[src/rtl/accel_model_pkg.sv]
// Shared types and default parameters
// for the keyed round accelerator model.
package accel_model_pkg;

  typedef enum logic {
    ST_IDLE,
    ST_BUSY
  } state_e;

  typedef enum logic {
    OP_ENC,
    OP_DEC
  } op_e;

  localparam int DEF_DATA_W   = 128;
  localparam int DEF_LATENCY  = 64;
  localparam int DEF_NUM_KEYS = 4;

endpackage

[src/rtl/accel_model_round.sv]
// One combinational round of the keyed
// rotate/xor cipher; dec inverts enc.
module accel_model_round
  import accel_model_pkg::*;
#(
  parameter int DATA_W = DEF_DATA_W
) (
  input  logic [DATA_W-1:0] acc,
  input  logic [DATA_W-1:0] key,
  input  op_e               op,
  output logic [DATA_W-1:0] nxt
);

  logic [DATA_W-1:0] rotl;
  logic [DATA_W-1:0] mix;
  logic [DATA_W-1:0] rotr;

  assign rotl = {acc[DATA_W-2:0], acc[DATA_W-1]};
  assign mix  = acc ^ key;
  assign rotr = {mix[0], mix[DATA_W-1:1]};

  always_comb begin
    nxt = rotl ^ key;
    unique case (op)
      OP_ENC:  nxt = rotl ^ key;
      OP_DEC:  nxt = rotr;
      default: nxt = rotl ^ key;
    endcase
  end

endmodule

[src/rtl/accel_model_param.sv]
// Multi-cycle keyed accelerator with key
// slots, abort and error reporting.
module accel_model_param
  import accel_model_pkg::*;
#(
  parameter int DATA_W   = DEF_DATA_W,
  parameter int LATENCY  = DEF_LATENCY,
  parameter int NUM_KEYS = DEF_NUM_KEYS,
  localparam int KS_W =
    (NUM_KEYS > 1) ? $clog2(NUM_KEYS) : 1,
  localparam int CNT_W = $clog2(LATENCY + 1)
) (
  input  logic              clk,
  input  logic              rst,
  input  logic              load_key_i,
  input  logic [KS_W-1:0]   key_sel_i,
  input  logic              start_enc_i,
  input  logic              start_dec_i,
  input  logic              abort_i,
  input  logic [DATA_W-1:0] data_i,
  output logic [DATA_W-1:0] data_o,
  output logic              ready_o,
  output logic              done_o,
  output logic              busy_o,
  output logic              rf_en_o,
  output logic              err_o
);

  state_e              st_q, st_d;
  op_e                 op_q, op_d;
  logic [KS_W-1:0]     slot_q, slot_d;
  logic [CNT_W-1:0]    cnt_q, cnt_d;
  logic [DATA_W-1:0]   acc_q, acc_d;
  logic [DATA_W-1:0]   out_q, out_d;
  logic                done_q, done_d;
  logic                err_q, err_d;
  logic [NUM_KEYS-1:0] vld_q, vld_d;

  logic [DATA_W-1:0]   keys_q [NUM_KEYS];
  logic [NUM_KEYS-1:0] sel_oh;
  logic                sel_vld;
  logic [DATA_W-1:0]   key_cur;
  logic [DATA_W-1:0]   rnd_nxt;
  logic                start_any;
  logic                start_both;

  assign start_any  = start_enc_i | start_dec_i;
  assign start_both = start_enc_i & start_dec_i;

  // Out-of-range selects decode to no slot,
  // so they read as invalid.
  always_comb begin
    sel_oh = '0;
    for (int i = 0; i < NUM_KEYS; i++) begin
      if (key_sel_i == KS_W'(i)) sel_oh[i] = 1'b1;
    end
  end

  assign sel_vld = |(sel_oh & vld_q);

  always_comb begin
    key_cur = '0;
    for (int i = 0; i < NUM_KEYS; i++) begin
      if (slot_q == KS_W'(i)) key_cur = keys_q[i];
    end
  end

  accel_model_round #(
    .DATA_W (DATA_W)
  ) u_round (
    .acc (acc_q),
    .key (key_cur),
    .op  (op_q),
    .nxt (rnd_nxt)
  );

  always_ff @(posedge clk) begin
    if (st_q == ST_IDLE && load_key_i) begin
      for (int i = 0; i < NUM_KEYS; i++) begin
        if (sel_oh[i]) keys_q[i] <= data_i;
      end
    end
  end

  always_comb begin
    st_d   = st_q;
    op_d   = op_q;
    slot_d = slot_q;
    cnt_d  = cnt_q;
    acc_d  = acc_q;
    out_d  = out_q;
    done_d = 1'b0;
    err_d  = 1'b0;
    vld_d  = vld_q;
    unique case (st_q)
      ST_IDLE: begin
        if (load_key_i) begin
          vld_d = vld_q | sel_oh;
        end else if (start_both) begin
          err_d = 1'b1;
        end else if (start_any) begin
          if (!sel_vld) begin
            err_d = 1'b1;
          end else begin
            acc_d  = data_i;
            op_d   = start_dec_i ? OP_DEC : OP_ENC;
            slot_d = key_sel_i;
            cnt_d  = CNT_W'(LATENCY);
            st_d   = ST_BUSY;
          end
        end
      end
      ST_BUSY: begin
        err_d = load_key_i | start_any;
        if (abort_i) begin
          cnt_d = '0;
          st_d  = ST_IDLE;
        end else begin
          acc_d = rnd_nxt;
          if (cnt_q == CNT_W'(1)) begin
            out_d  = rnd_nxt;
            done_d = 1'b1;
            cnt_d  = '0;
            st_d   = ST_IDLE;
          end else begin
            cnt_d = cnt_q - CNT_W'(1);
          end
        end
      end
      default: st_d = ST_IDLE;
    endcase
  end

  always_ff @(posedge clk) begin
    if (rst) begin
      st_q   <= ST_IDLE;
      op_q   <= OP_ENC;
      slot_q <= '0;
      cnt_q  <= '0;
      acc_q  <= '0;
      out_q  <= '0;
      done_q <= 1'b0;
      err_q  <= 1'b0;
      vld_q  <= '0;
    end else begin
      st_q   <= st_d;
      op_q   <= op_d;
      slot_q <= slot_d;
      cnt_q  <= cnt_d;
      acc_q  <= acc_d;
      out_q  <= out_d;
      done_q <= done_d;
      err_q  <= err_d;
      vld_q  <= vld_d;
    end
  end

  assign data_o  = out_q;
  assign done_o  = done_q;
  assign err_o   = err_q;
  assign ready_o = (st_q == ST_IDLE);
  assign busy_o  = (st_q == ST_BUSY);
  assign rf_en_o = (st_q == ST_BUSY);

endmodule

[config.mk]
export PLATFORM = sky130hd
export DESIGN_NAME = accel_model_param
export DESIGN_NICKNAME = d
export VERILOG_FILES = /design/src/rtl/accel_model_pkg.sv /design/src/rtl/accel_model_round.sv /design/src/rtl/accel_model_param.sv
export SDC_FILE = /design/constraint.sdc
export NUM_CORES = 1
export LEC_CHECK = 0
export CAP_MARGIN = 0
export CORE_ASPECT_RATIO = 0.7
export CORE_MARGIN = 2
export CORE_UTILIZATION = 43
export DETAILED_ROUTE_END_ITERATION = 16
export PLACE_DENSITY = 0.64
export SETUP_SLACK_MARGIN = 0.5
export SYNTH_ARGS = -nofsm -noshare
export SYNTH_HDL_FRONTEND = slang
export SYNTH_HIERARCHICAL = 1
export SYNTH_SLANG_ARGS = --single-unit
[constraint.sdc]
create_clock -name clk -period 14.3 [get_ports clk]
set_input_delay 1.43 -clock clk [delete_from_list [all_inputs] [get_ports clk]]
set_output_delay 1.43 -clock clk [all_outputs]
set_load 0.02 [all_outputs]
==> reports/metrics.cfg <==
[synth]
synth-compound-area-share_pct = 11.4
synth_mux_area_share_pct = 15.7
synthSimpleGateAreaFrac_pct = 3.07
synthArstFlopShare_pct = 0
synthXorXnorAreaFrac_pct = 6.45
yosys_warnings = 6
syn_avg_cell_area_um2 = 14.7
syn_inst = 2390
ys_types = 49
syn_nets = 2528
synth_top_family_by_area = multiplexers
synth_most_common_cell = edfxtp_1
syn_area_um2 = 35000
synth_edf_count = 512
synth_fa_ha_area_share_pct = 0.0715
synth.top_cells.by_count = edfxtp_1, dfxtp_1, mux2i_1
synth_area_leaders = edfxtp_1, dfxtp_1, mux4_2
synth.top_cell.area_share_pct = 43.9
ys_seq_elements = 785
synth_largest_area_cell = edfxtp_1
synthFlopType = edfxtp_1
synth-seq-area-share_pct = 59.5

[clock_tree]
cts_buffers = 78
cts-root-buf = clkbuf_16
cts_setup_buffers = 0
htree_levels = 3
clk_latency_ns = 0.64
cts_tree = done
clock_path_buffers = 3
path_clk_slew_ns = 0.07
cts_sinks = 785
cts_hold_buf = 0
ctsResizeCount = 0

[finish]
layout.nets = 2660
drive_gt1_share_pct = 13.1
final_cells = 3660
area_delta_synth_final_pct = 16.4
fillers = 6745

[global_routing]
grt_pass1_wl_mm = 145
grt_max_degree = 178
grt.overflow.total = 0
antenna_found_initial = 13
grt_pass1_vias = 23397
track_usage_pct = 22.3

[floorplanning]
die_w_um = 345
dieArea_um2 = 83800
initial_core_util_pct = 43.5
fp.coreArea_um2 = 80600
rows = 87
ios = 269
die_y_um = 243

[pwr]
p_leak_nw = 11.5
finalPower_mw = 4.94
ir_worst_vdd_v = 0.000114
power.density_nw_per_um2 = 121

[sta]
worstMarginPinSlew_ns = 1.12
relSlewSlack_pct = 25.6
final_hold_viol_count = 0
min_period_over_period_pct = 35.5
fmax_mhz = 197
report.final.slew_viol_count = 0
period_minus_slack_ns = 5.08
setup_violations = 0
finClkSkew_ns = 0.0314
fin_setup_tns_ns = 0
rsz0062_at_grt = false
hold_ws_ns = 0.464

[worst_setup_path]
cp-end-kind = output pin
critPathKind = flip-flop to output pin
cp.arrival_ns = 3.65
cp_data_required_time_ns = 12.87
ff2ff_path_depth = 7
start_kind = flip-flop
path_max_fanout = 50

[placement]
dpl.cell_count = 3510
io_buffers = 268
dp_hpwl_mm = 52.7
gp_congestion = 0.794

[min_path]
whs_path_depth = 2
hp-class = flip-flop to flip-flop

[route]
routedWlPerCell_um = 25.9
finalWirelength_mm = 94.8
drtIter0Drc = 1829
post-route-drc-count = 0
avgViaCountPerCell = 6.18
dr_total_vias = 22622
postRouteAntennaNets = 0
first_pass_iters = 6

[run_status]
status = complete, no violations

[run]
cap_violations = 0

metrics by stage:
stage,setup slack [ns],cell area [um2],utilization (%)
CTS,9.21,40700,50.6
finish,9.22,40700,50.6
global placement,9.20,38200,47.4
global route,9.12,40700,50.6
detailed placement,9.10,38200,47.4
floorplan,4.89,35000,-
sequential cells by signal, indices dropped and copies added (netlist names):
register  cells
acc_q       128
busy_o        1
cnt_q         7
data_o      128
done_o        1
err_o         1
keys_q      512
op_q          1
slot_q        2
vld_q         4
where the power goes:
| part | switching (mW) | total [mW] | internal, mW |
|---|---|---|---|
| combinational | 0.221 | 0.368 | 0.147 |
| sequential | 0.0310 | 2.51 | 2.48 |
| clock | 0.881 | 2.06 | 1.18 |
| total | 1.13 | 4.94 | 3.80 |
path summary, 6_finish.rpt:
check	from	endpoint	slack (ns)
hold / removal	vld_q[3]	vld_q[3]	0.46
setup reg to reg	slot_q[0]	data_o[109]	10.42
hold reg to reg	vld_q[3]	vld_q[3]	0.46
setup / recovery	busy_o	ready_o	9.22
critical path, stage by stage, from the launching register on:
cell	delay, ns
dfxtp_4	0.39
buf_4	0.77
buf_4	0.82
inv_1	0.30
clkdlybuf4s50_1	0.62
layout make-up:
class / instances / area, um2 / share of cell area, %
Clock buffer: 106 / 2240 / 5.50
Timing Repair Buffer: 300 / 2990 / 7.34
Clock inverter: 39 / 325 / 0.798
Sequential cell: 785 / 20900 / 51.2
Multi-Input combinational cell: 1352 / 13000 / 31.8
Antenna cell: 5 / 12.5 / 0.0307
Inverter: 5 / 18.8 / 0.0461
Tap cell: 1068 / 1340 / 3.28
cells by family after synthesis:
group / count (synthesis)
DFF: 785
xor gates and xnor gates: 258
and+or+nand+nor: 173
adders and majority gates: 2
muxes: 389
buffers and inverters: 253
AOI/OAI and AO/OA: 530
cells in the final DEF, fill, tap and decap left out, drive strengths merged, types with 7 or more instances in the layout:
cell type	netlist	routed
edfxtp	512	512
dfxtp	273	273
clkdlybuf4s50	0	267
mux2i	259	259
xnor2	257	257
a21oi	129	129
mux4	129	129
a311oi	128	128
nand4	128	128
o31ai	128	128
a211oi	128	128
clkbuf	169	106
buf	79	33
clkinv	0	31
nor2	12	12
nand2b	9	9
inv	5	7
per-layer routing:
metal  global-route usage [%]  vias to the layer above  wire length [um]
met1                     32.5                    11790             43600
met5                        0                        -               111
li1                         -                     9873                 -
met3                     4.22                      158              6320
met4                     6.89                       18              2260
met2                     33.7                      783             42500
Note: power is estimated with default switching activity, not from simulation.
